===== config.mk =====
export PLATFORM = sky130hd
export DESIGN_NAME = dcs_out_quant_flat
export DESIGN_NICKNAME = d
export VERILOG_FILES = /design/src/rtl/dcs_out_quant_if.sv /design/src/rtl/dcs_out_quant.sv /design/src/flat_wrapper.sv
export SDC_FILE = /design/constraint.sdc
export NUM_CORES = 1
export LEC_CHECK = 0
export BUFFER_PORTS_ARGS = -buffer_cell sky130_fd_sc_hd__buf_2
export CAP_MARGIN = 10
export CORE_UTILIZATION = 40
export DETAILED_ROUTE_END_ITERATION = 7
export GPL_TIMING_DRIVEN = 0
export PLACE_DENSITY = 0.67
export SYNTH_ARGS = -nofsm -noshare
export SYNTH_HDL_FRONTEND = slang
export SYNTH_SLANG_ARGS = --single-unit

===== constraint.sdc =====
create_clock -name clk -period 13.1 [get_ports clk]
set_input_delay 0.655 -clock clk [delete_from_list [all_inputs] [get_ports clk]]
set_output_delay 0.655 -clock clk [all_outputs]
set_load 0.03 [all_outputs]

===== src/rtl/dcs_out_quant_if.sv =====
// dcs_out_quant_if: groups the capture and output stream signals of dcs_out_quant.
//   master : producer side (drives in_valid/in_data and out_ready, observes outputs)
//   slave  : the quantizer itself
// Signals:
//   in_valid/in_data          word burst from the attention core (no backpressure)
//   out_valid/out_ready       byte stream handshake
//   out_data/out_shift/out_last  requantized byte, frame exponent, frame-last marker
//   drop_pulse/drop_cnt       dropped-frame pulse and saturating counter
interface dcs_out_quant_if #(
  parameter int IN_W    = 32,
  parameter int OUT_W   = 8,
  parameter int SHIFT_W = 5,
  parameter int CNT_W   = 8
);
  logic               in_valid;
  logic [IN_W-1:0]    in_data;
  logic               out_valid;
  logic               out_ready;
  logic [OUT_W-1:0]   out_data;
  logic [SHIFT_W-1:0] out_shift;
  logic               out_last;
  logic               drop_pulse;
  logic [CNT_W-1:0]   drop_cnt;

  modport master (
    output in_valid, in_data, out_ready,
    input  out_valid, out_data, out_shift, out_last, drop_pulse, drop_cnt
  );

  modport slave (
    input  in_valid, in_data, out_ready,
    output out_valid, out_data, out_shift, out_last, drop_pulse, drop_cnt
  );
endinterface


===== src/rtl/dcs_out_quant.sv =====
// dcs_out_quant: requantizes 8-word, 32-bit attention-core result frames to
// 8-bit bytes with one shared right-shift exponent per frame. Two ping-pong
// frame buffers absorb the core's lack of backpressure; a frame whose first
// word finds both buffers full is discarded whole and counted.
// Ports:
//   clk    rising-edge clock
//   rst_n  asynchronous reset, active-high (1 = reset) despite the name
//   bus    dcs_out_quant_if.slave: in_valid/in_data capture, out_* stream,
//          drop_pulse/drop_cnt drop reporting
module dcs_out_quant #(
  parameter int IN_W    = 32,
  parameter int N_WORDS = 8,
  parameter int OUT_W   = 8,
  parameter int SHIFT_W = 5,
  parameter int CNT_W   = 8
) (
  input  logic            clk,
  input  logic            rst_n,
  dcs_out_quant_if.slave  bus
);

  localparam int IDX_W = (N_WORDS > 1) ? $clog2(N_WORDS) : 1;
  localparam logic [IDX_W-1:0] LAST_IDX = IDX_W'(N_WORDS - 1);

  typedef enum logic {S_EMPTY, S_STREAM} state_t;

  // Exponent so that the frame maximum fits in OUT_W bits after shifting.
  function automatic logic [SHIFT_W-1:0] f_shift(input logic [IN_W-1:0] m);
    int len;
    len = 0;
    for (int i = 0; i < IN_W; i++) begin
      if (m[i]) len = i + 1;
    end
    if (len > OUT_W) return SHIFT_W'(len - OUT_W);
    return '0;
  endfunction

  // Round-half-up right shift with saturation; the add carries into bit IN_W
  // so an all-ones word cannot wrap to a small value.
  function automatic logic [OUT_W-1:0] f_quant(input logic [IN_W-1:0] v,
                                               input logic [SHIFT_W-1:0] s);
    logic [IN_W:0] sum;
    if (s == '0) begin
      sum = {1'b0, v};
    end else begin
      sum = ({1'b0, v} + ((IN_W+1)'(1) << (s - SHIFT_W'(1)))) >> s;
    end
    if (sum > (IN_W+1)'((1 << OUT_W) - 1)) return '1;
    return sum[OUT_W-1:0];
  endfunction

  logic [IN_W-1:0]    r_buf   [2][N_WORDS];
  logic [SHIFT_W-1:0] r_shift [2];
  logic [1:0]         r_full;
  logic               r_wptr;
  logic               r_rptr;
  logic [IDX_W-1:0]   r_wcnt;
  logic [IDX_W-1:0]   r_bidx;
  logic [IN_W-1:0]    r_max;
  logic               r_drop;
  logic               r_drop_pulse;
  logic [CNT_W-1:0]   r_drop_cnt;
  state_t             r_state;

  logic               w_out_valid;
  logic               w_hs;
  logic               w_last_hs;
  logic [1:0]         w_full_after;
  logic [1:0]         w_full_nxt;
  logic               w_wptr_nxt;
  logic               w_rptr_nxt;
  logic               w_drop_cur;
  logic               w_close;
  logic [IN_W-1:0]    w_max_new;
  state_t             w_state_nxt;

  assign w_out_valid = (r_state == S_STREAM);
  assign w_hs        = w_out_valid && bus.out_ready;
  assign w_last_hs   = w_hs && (r_bidx == LAST_IDX);
  assign w_close     = bus.in_valid && (r_wcnt == LAST_IDX);

  always_comb begin
    w_full_after = r_full;
    w_full_nxt   = r_full;
    w_wptr_nxt   = r_wptr;
    w_rptr_nxt   = r_rptr;
    w_drop_cur   = r_drop;
    w_max_new    = r_max;
    w_state_nxt  = r_state;

    // A buffer freed by this cycle's final handshake already counts as free.
    if (w_last_hs) begin
      w_full_after[r_rptr] = 1'b0;
      w_rptr_nxt           = ~r_rptr;
    end

    // Writes proceed in order, so the write-pointer buffer being full means
    // both buffers are full.
    if (r_wcnt == '0) begin
      w_drop_cur = w_full_after[r_wptr];
    end

    if ((r_wcnt == '0) || (bus.in_data > r_max)) begin
      w_max_new = bus.in_data;
    end

    w_full_nxt = w_full_after;
    if (w_close && !w_drop_cur) begin
      w_full_nxt[r_wptr] = 1'b1;
      w_wptr_nxt         = ~r_wptr;
    end

    w_state_nxt = w_full_nxt[w_rptr_nxt] ? S_STREAM : S_EMPTY;
  end

  always_ff @(posedge clk or posedge rst_n) begin
    if (rst_n) begin
      r_state <= S_EMPTY;
    end else begin
      r_state <= w_state_nxt;
    end
  end

  always_ff @(posedge clk or posedge rst_n) begin
    if (rst_n) begin
      r_full       <= '0;
      r_wptr       <= 1'b0;
      r_rptr       <= 1'b0;
      r_wcnt       <= '0;
      r_bidx       <= '0;
      r_max        <= '0;
      r_drop       <= 1'b0;
      r_drop_pulse <= 1'b0;
      r_drop_cnt   <= '0;
    end else begin
      r_full       <= w_full_nxt;
      r_wptr       <= w_wptr_nxt;
      r_rptr       <= w_rptr_nxt;
      r_drop_pulse <= 1'b0;

      if (w_last_hs) begin
        r_bidx <= '0;
      end else if (w_hs) begin
        r_bidx <= r_bidx + IDX_W'(1);
      end

      if (bus.in_valid) begin
        r_wcnt <= w_close ? '0 : r_wcnt + IDX_W'(1);
        r_max  <= w_max_new;
        if (r_wcnt == '0) r_drop <= w_drop_cur;
        if (w_close && w_drop_cur) begin
          r_drop_pulse <= 1'b1;
          if (r_drop_cnt != '1) r_drop_cnt <= r_drop_cnt + CNT_W'(1);
        end
      end
    end
  end

  // Frame storage carries no reset; every output path is gated by valid.
  always_ff @(posedge clk) begin
    if (bus.in_valid && !w_drop_cur) begin
      r_buf[r_wptr][r_wcnt] <= bus.in_data;
    end
    if (w_close && !w_drop_cur) begin
      r_shift[r_wptr] <= f_shift(w_max_new);
    end
  end

  assign bus.out_valid  = w_out_valid;
  assign bus.out_data   = w_out_valid ? f_quant(r_buf[r_rptr][r_bidx], r_shift[r_rptr]) : '0;
  assign bus.out_shift  = w_out_valid ? r_shift[r_rptr] : '0;
  assign bus.out_last   = w_out_valid && (r_bidx == LAST_IDX);
  assign bus.drop_pulse = r_drop_pulse;
  assign bus.drop_cnt   = r_drop_cnt;

endmodule


===== src/flat_wrapper.sv =====
// flat-port wrapper written by rule: the top's interface ports become plain ports
module dcs_out_quant_flat 
#(
  parameter int IN_W    = 32,
  parameter int N_WORDS = 8,
  parameter int OUT_W   = 8,
  parameter int SHIFT_W = 5,
  parameter int CNT_W   = 8
)
  (clk, rst_n, bus_in_valid, bus_in_data, bus_out_ready, bus_out_valid, bus_out_data, bus_out_shift, bus_out_last, bus_drop_pulse, bus_drop_cnt);
  dcs_out_quant_if #(.IN_W(IN_W), .OUT_W(OUT_W), .SHIFT_W(SHIFT_W), .CNT_W(CNT_W)) bus_i ();
  input  logic clk;
  input  logic rst_n;
  input wire logic [$bits(bus_i.in_valid)-1:0] bus_in_valid;
  input wire logic [$bits(bus_i.in_data)-1:0] bus_in_data;
  input wire logic [$bits(bus_i.out_ready)-1:0] bus_out_ready;
  output wire logic [$bits(bus_i.out_valid)-1:0] bus_out_valid;
  output wire logic [$bits(bus_i.out_data)-1:0] bus_out_data;
  output wire logic [$bits(bus_i.out_shift)-1:0] bus_out_shift;
  output wire logic [$bits(bus_i.out_last)-1:0] bus_out_last;
  output wire logic [$bits(bus_i.drop_pulse)-1:0] bus_drop_pulse;
  output wire logic [$bits(bus_i.drop_cnt)-1:0] bus_drop_cnt;
  assign bus_i.in_valid = bus_in_valid;
  assign bus_i.in_data = bus_in_data;
  assign bus_i.out_ready = bus_out_ready;
  assign bus_out_valid = bus_i.out_valid;
  assign bus_out_data = bus_i.out_data;
  assign bus_out_shift = bus_i.out_shift;
  assign bus_out_last = bus_i.out_last;
  assign bus_drop_pulse = bus_i.drop_pulse;
  assign bus_drop_cnt = bus_i.drop_cnt;
  dcs_out_quant #(.IN_W(IN_W), .N_WORDS(N_WORDS), .OUT_W(OUT_W), .SHIFT_W(SHIFT_W), .CNT_W(CNT_W)) u_core (.clk(clk), .rst_n(rst_n), .bus(bus_i));
endmodule

## After elaboration in Yosys (flattened, before gate mapping)

Memory sizes are Yosys's and may differ from the RTL's.
Cells that the tools add are included.

- Bits in latches: 0
- Memories kept: 2
- Bits in read-only memories: 0
- Bits in writable memories: 522
- Logic and storage cells: 130
- Bits in registers: 53

- Magnitude comparators: 11
- Bitwise gates (word level): 7
- Multipliers: 0
- Divide/modulo/power cells: 0
- Reduce and logical (&&, ||, !) cells: 17
- Shift-type cells: 2
- Muxes and demuxes: 72
- Equality and inequality tests: 3
- $add $sub $neg: 6

Memory list:

| name | words | width | rd ports | clocked after Yosys merged registers in | write ports | RTL line | RTL |
|---|---|---|---|---|---|---|---|
| u_core.r_buf | 2 | 256 | 1 | 0 | 1 | dcs_out_quant.sv:52 | `logic [IN_W-1:0] r_buf [2][N_WORDS];` |
| u_core.r_shift | 2 | 5 | 1 | 0 | 1 | dcs_out_quant.sv:53 | `logic [SHIFT_W-1:0] r_shift [2];` |

Operators with widths:

| kind | number |
|---|---|
| 256-bit 2-to-1 mux | 1 |
| 32-bit 2-to-1 mux | 5 |
| 5-bit 2-to-1 mux | 20 |
| 32-bit binary-select mux with 3-bit select | 1 |
| 32-bit demux with 3-bit select | 1 |
| 32-bit by 33-bit adder with 33-bit output | 1 |
| 33-bit by 8-bit > comparator with 1-bit output, second input constant | 1 |
| 33-bit 2-to-1 mux | 1 |
| 1-bit by 5-bit << shifter with 33-bit output, first input constant | 1 |
| 33-bit by 5-bit >> shifter with 33-bit output | 1 |
| 32-bit > comparator | 1 |
| 32-bit by 5-bit > comparator with 1-bit output, second input constant | 1 |
| 4-bit 2-to-1 mux | 8 |
| 8-bit 2-to-1 mux | 3 |
| 3-bit 2-to-1 mux | 7 |
| 1-bit 2-to-1 mux | 18 |
| 1-bit logical AND | 10 |
| 8-bit by 1-bit adder with 8-bit output, second input constant | 1 |
| 4-bit >= comparator, second input constant | 2 |
| 2-bit 2-to-1 mux | 4 |
| 8-bit inequality test, second input constant | 1 |
| 3-bit inverter with 4-bit output | 2 |
| 3-bit by 1-bit adder with 3-bit output, second input constant | 2 |
| 3-bit == test, second input constant | 2 |
| other kinds (18) | 23 |

## Logic depth before layout (Yosys ltp)

- Depth after elaboration: 41
- Mapped depth: 24
- Depth with buffers taken out: 18

## Worst setup path before layout

Ideal clock, no wire load.

- Path kind: flip-flop to output port
- From: register u_core.r_rptr
- To: output bus_out_data[6]
- Buffers on the path: 6
- Arrival: 6.473 ns
- Data required time: 12.445 ns
- Stages on the path, launching flop included: 23
- Setup slack: 5.972 ns
- Path through: dfrtp_1 buf_6 buf_6 buf_6 buf_6 buf_2 buf_1 mux4_2 mux4_2 ha_1 fa_1 a211o_1 a21o_1 o211a_4 nor3_4 mux2i_1 a2111oi_0 and3_2 a2111oi_2 a31oi_1 o2111ai_1 nor3_2 a41oi_1

- Word-level cells in the longest chain between the ends: 11

Ends and longest elaborated chain:

| item | RTL line | RTL |
|---|---|---|
| from (decl) | dcs_out_quant.sv:56 | `logic r_rptr;` |
| from (signal assigned) | dcs_out_quant.sv:138 | `r_rptr <= w_rptr_nxt;` |
| parallel branches: the longest is 6 deep, another holds 32-bit by 33-bit adder with 33-bit output | n/a |  |
| 33-bit 2-to-1 mux (*) | dcs_out_quant.sv:43 | `if (s == '0) begin` |
| 33-bit by 8-bit > comparator with 1-bit output | dcs_out_quant.sv:48 | `if (sum > (IN_W+1)'((1 << OUT_W) - 1)) return '1;` |
| 1-bit 2-to-1 mux | dcs_out_quant.sv:48 |  |
| 8-bit 2-to-1 mux (*) | dcs_out_quant.sv:49 | `return sum[OUT_W-1:0];` |
| 8-bit 2-to-1 mux (*) | dcs_out_quant.sv:170 | `assign bus.out_data = w_out_valid ? f_quant(r_buf[r_rptr][r_bidx], r_shift[r_rptr]) : '0;` |
| to (decl) | flat_wrapper.sv:18 | `output wire logic [$bits(bus_i.out_data)-1:0] bus_out_data;` |

Mark *: on every way between the ends. The select of a mux whose other input is x is not followed.

## Worst setup path in the final report

- From: register u_core.r_bidx[0]
- To: output bus_out_data[6]

- Word-level cells in the longest chain between the ends: 11

Ends and longest elaborated chain:

| item | RTL line | RTL |
|---|---|---|
| from (decl) | dcs_out_quant.sv:58 | `logic [IDX_W-1:0] r_bidx;` |
| from (signal assigned) | dcs_out_quant.sv:144 | `r_bidx <= r_bidx + IDX_W'(1);` |
| 3-bit inverter with 4-bit output (not written as such) (*) | dcs_out_quant.sv:170 |  |
| 32-bit binary-select mux with 3-bit select (*) | dcs_out_quant.sv:170 |  |
| 32-bit 2-to-1 mux (not written as such) (*) (2 in a row) | dcs_out_quant.sv:170 |  |
| 32-bit by 33-bit adder with 33-bit output | dcs_out_quant.sv:46 | `sum = ({1'b0, v} + ((IN_W+1)'(1) << (s - SHIFT_W'(1)))) >> s;` |
| 33-bit by 5-bit >> shifter with 33-bit output | dcs_out_quant.sv:46 |  |
| 33-bit 2-to-1 mux (*) | dcs_out_quant.sv:43 |  |
| 33-bit by 8-bit > comparator with 1-bit output | dcs_out_quant.sv:48 |  |
| 1-bit 2-to-1 mux | dcs_out_quant.sv:48 |  |
| 8-bit 2-to-1 mux (*) | dcs_out_quant.sv:49 |  |
| 8-bit 2-to-1 mux (*) | dcs_out_quant.sv:170 |  |

Mark *: on every way between the ends. The rest lies on a longest branch, timed or not. The select of a mux whose other input is x is not followed.

==> metrics.txt <==
outcome=finished clean; # H-tree levels=2; share of layout cells above drive strength 1=0.194; number of max-cap violations=0; ANT nets after route=0; # diodes=0; clock sink count=575; clk_skew=0.0115 ns; Worst EP required=12.44 ns; DR vias=19.2k; Slew HR=0.201; FF+latch count, synth=575; register area share after synthesis=0.598; # fillers=6138; Initial DRC Count=2207; highest ir drop seen on vdd=137 µV; Inserted Clock Buffers=52; fmax=roughly 100 MHz; Tmin final=9.73 ns; Yosys cell types=98; Synth Warn #=0; clock buffer depth=3; area of the multi-input gates=0.0108 mm²; Die Span X=269 µm; worst-path maximum fanout=10; Port Buffers=59; RSZ-0062 raised after global routing=false; # IOs=60; drt total wl=82200 µm; Residual DRC=0; crit path launch type=register; hpwl dp=slightly below 60000 µm; Core ar.=0.0701 mm²; critical path class=reg -> out; synthesized area=between 0.02 and 0.03 mm²; PD cells=223 mW/mm²; drt via density=between 6 and 7; DP Cell Count=3026; Main synth FF type=edfxtp_1; Placed Area=0.0305 mm²; largest net degree at the start of global routing=43; Least-Margin Pin Slew=1.17 ns; Post-synth EDFFs=522; register area=0.0170 mm²; CP endpoint kind=primary output; initial antenna violation count=1; cts repair resizes=0; Worst EP arrival=around 9.1 ns; latest clock arrival within the worst-skew pair=0.58 ns; final hold viol count=0; Area Growth Syn to Fin=13.8%; die area=0.0721 mm²; CTS tree=yes; all-layer global routing usage=0.227; vias in the first global route=between 15k and 20k; GPL Wtd Cong=0.959; Clock transition at path regs=approximately 0.070 ns; non-filler cells in the finished layout=3124; Avg WL per Cell=26.3 µm; Final #Nets=2249; most common cell after layout, fill and taps aside=edfxtp_1; Pre-Repair DR Iteration Count=6; worst hold path type=in -> reg; GR Overflow Total=0; Cells after Synth=1998; final setup violation count=0; most frequent cells in the layout=edfxtp_1, mux4_2, nand2_1; post-CTS setup buffers=0; Post-synth ARST share=0.0922; Initial Utilization=0.405; Root Buffer=clkbuf_16; Setup TNS=0 ns; Max Slew Vio Count=0; Die H=269 µm; Syn Area/Cell=14.2 µm²; Leakage=11.2 nW; period utilisation layout=0.743; Design Area, Final=0.0323 mm²; hold buffer count at cts=1; row count=between 90 and 100; first-pass GRT wire length=between 100000 and 150000 µm; Mapped Nets=2106
[final timing paths]
| kind | from | to | slack (ns) | cells after the start |
|---|---|---|---|---|
| worst min-delay path | bus_in_valid | u_core.r_drop$_DFFE_PP0P_ | 0.49 | 3 |
| worst max-delay path | u_core.r_bidx[0]$_DFFE_PP0P_ | bus_out_data[6] | 3.37 | 21 |
| worst max register to register | u_core.r_max[25]$_DFFE_PP0P_ | u_core.r_shift[1][4]$_DFFE_PP_ | 8.63 | 14 |
| worst min register to register | u_core.bus.drop_cnt[6]$_DFFE_PP0P_ | u_core.bus.drop_cnt[6]$_DFFE_PP0P_ | 0.51 | 1 |
| max in group asynchronous | rst_n | u_core.r_full[1]$_DFF_PP0_ | 12.01 | 4 |
| min in group asynchronous | rst_n | u_core.r_max[29]$_DFFE_PP0P_ | 0.57 | 3 |
[worst max-delay path: stages (launching register included)]
cell and delay (ns):
dfrtp_1 0.47, clkbuf_1 0.51, clkbuf_1 0.77, clkbuf_1 0.65
clkbuf_1 0.52, mux4_2 0.40, mux4_2 0.60, ha_1 0.40
and2_1 0.20, or3_1 0.37, o211ai_2 0.39, buf_4 0.27
a21oi_1 0.10, xor2_1 0.56, o22ai_1 0.20, a221oi_1 0.88
o31a_1 0.21, nor3_1 0.06, o21ba_2 0.20, a31o_2 0.29
a41oi_1 0.18, buf_2 0.23
[where the power goes]
| part | switching, W | total [W] | internal, W | leakage [nW] |
|---|---|---|---|---|
| clock | 0.000657 | 0.00164 | 0.000980 | 0.908 |
| sequential | 0.000103 | 0.00230 | 0.00220 | 5.36 |
| combinational | 0.00209 | 0.00328 | 0.00119 | 4.96 |
[cells by family after synthesis]
logic type               share of synthesized area
XOR/XNOR                                   0.00832
buffers and inverters                       0.0259
AND/OR/NAND/NOR                             0.0809
adder cells (fa/ha/maj)                     0.0320
AO/OA/AOI/OAI                                0.119
multiplexers                                 0.135
flip-flops                                   0.598
[area by class of cell]
type / instances / area share
Timing Repair Buffer: 89 / 0.0238
Sequential cell: 575 / 0.526
Multi-Input combinational cell: 1252 / 0.334
Buffer: 110 / 0.0157
Tap cell: 940 / 0.0364
Clock buffer: 68 / 0.0450
Clock inverter: 29 / 0.0127
Inverter: 61 / 0.00708
[Yosys cell counts, types with 6 or more instances]
| master | instances | share of area |
|---|---|---|
| edfxtp_1 | 522 | 0.55 |
| mux4_2 | 141 | 0.11 |
| nor2_1 | 132 | 0.017 |
| nand2_1 | 130 | 0.017 |
| a21oi_1 | 88 | 0.016 |
| ha_1 | 71 | 0.031 |
| o21ai_0 | 68 | 0.012 |
| clkbuf_1 | 66 | 0.0087 |
| inv_1 | 61 | 0.0081 |
| dfrtp_1 | 53 | 0.047 |
| nor3_1 | 47 | 0.0083 |
| a22oi_1 | 43 | 0.011 |
| a21o_1 | 38 | 0.010 |
| mux2_2 | 34 | 0.013 |
| mux2i_1 | 29 | 0.010 |
| nand4_1 | 29 | 0.0064 |
| a211oi_1 | 28 | 0.0074 |
| nand3_1 | 28 | 0.0049 |
| nor4_1 | 25 | 0.0055 |
| a31oi_1 | 22 | 0.0048 |
| o211ai_1 | 17 | 0.0045 |
| or3_1 | 17 | 0.0037 |
| xnor2_1 | 17 | 0.0052 |
| buf_1 | 16 | 0.0021 |
| buf_2 | 16 | 0.0028 |
| and2_1 | 14 | 0.0031 |
| and3_1 | 14 | 0.0031 |
| o22ai_1 | 14 | 0.0031 |
| o21a_1 | 13 | 0.0034 |
| a211o_1 | 10 | 0.0031 |
| xor2_1 | 10 | 0.0031 |
| a311oi_1 | 9 | 0.0028 |
| nor2b_1 | 9 | 0.0020 |
| o221ai_1 | 9 | 0.0028 |
| o31ai_1 | 9 | 0.0024 |
| buf_6 | 8 | 0.0032 |
| nand2b_1 | 8 | 0.0018 |
| o211a_1 | 7 | 0.0025 |
| a2111oi_0 | 6 | 0.0018 |
| a221o_1 | 6 | 0.0021 |
| a2bb2oi_1 | 6 | 0.0018 |
[layer usage]
metal | routed length (µm) | global-route usage | share of wire
met1 | 34900 | 0.316 | 0.42
met4 | 2340 | 0.0729 | 0.028
met2 | 39300 | 0.372 | 0.48
met3 | 5700 | 0.0259 | 0.069
met5 | 0 | 0 | 0
[flip-flops by register name, indices dropped and copies added, names as in the netlist]
| register | count |
|---|---|
| u_core.r_drop | 1 |
| u_core.r_max | 32 |
| u_core.bus.out_valid | 1 |
| u_core.bus.drop_pulse | 1 |
| u_core.r_bidx | 3 |
| u_core.r_rptr | 1 |
| u_core.r_wcnt | 3 |
| u_core.r_full | 2 |
| u_core.bus.drop_cnt | 8 |
| u_core.r_buf | 512 |
| u_core.r_wptr | 1 |
| u_core.r_shift | 10 |
[stage by stage]
| stage | power [W] | setup slack [ns] | hold WS [ns] | util |
|---|---|---|---|---|
| floorplan | 0.00449 | 5.97 | 0.458 | - |
| CTS | 0.00718 | 3.52 | 0.458 | 0.461 |
| global route | 0.00754 | 2.90 | 0.475 | 0.461 |
| detailed placement | 0.00554 | 4.17 | 0.497 | 0.434 |
| global placement | 0.00545 | 4.31 | 0.473 | 0.426 |
| finish | 0.00722 | 3.37 | 0.492 | 0.461 |
Note: power is estimated with default switching activity, not from simulation.
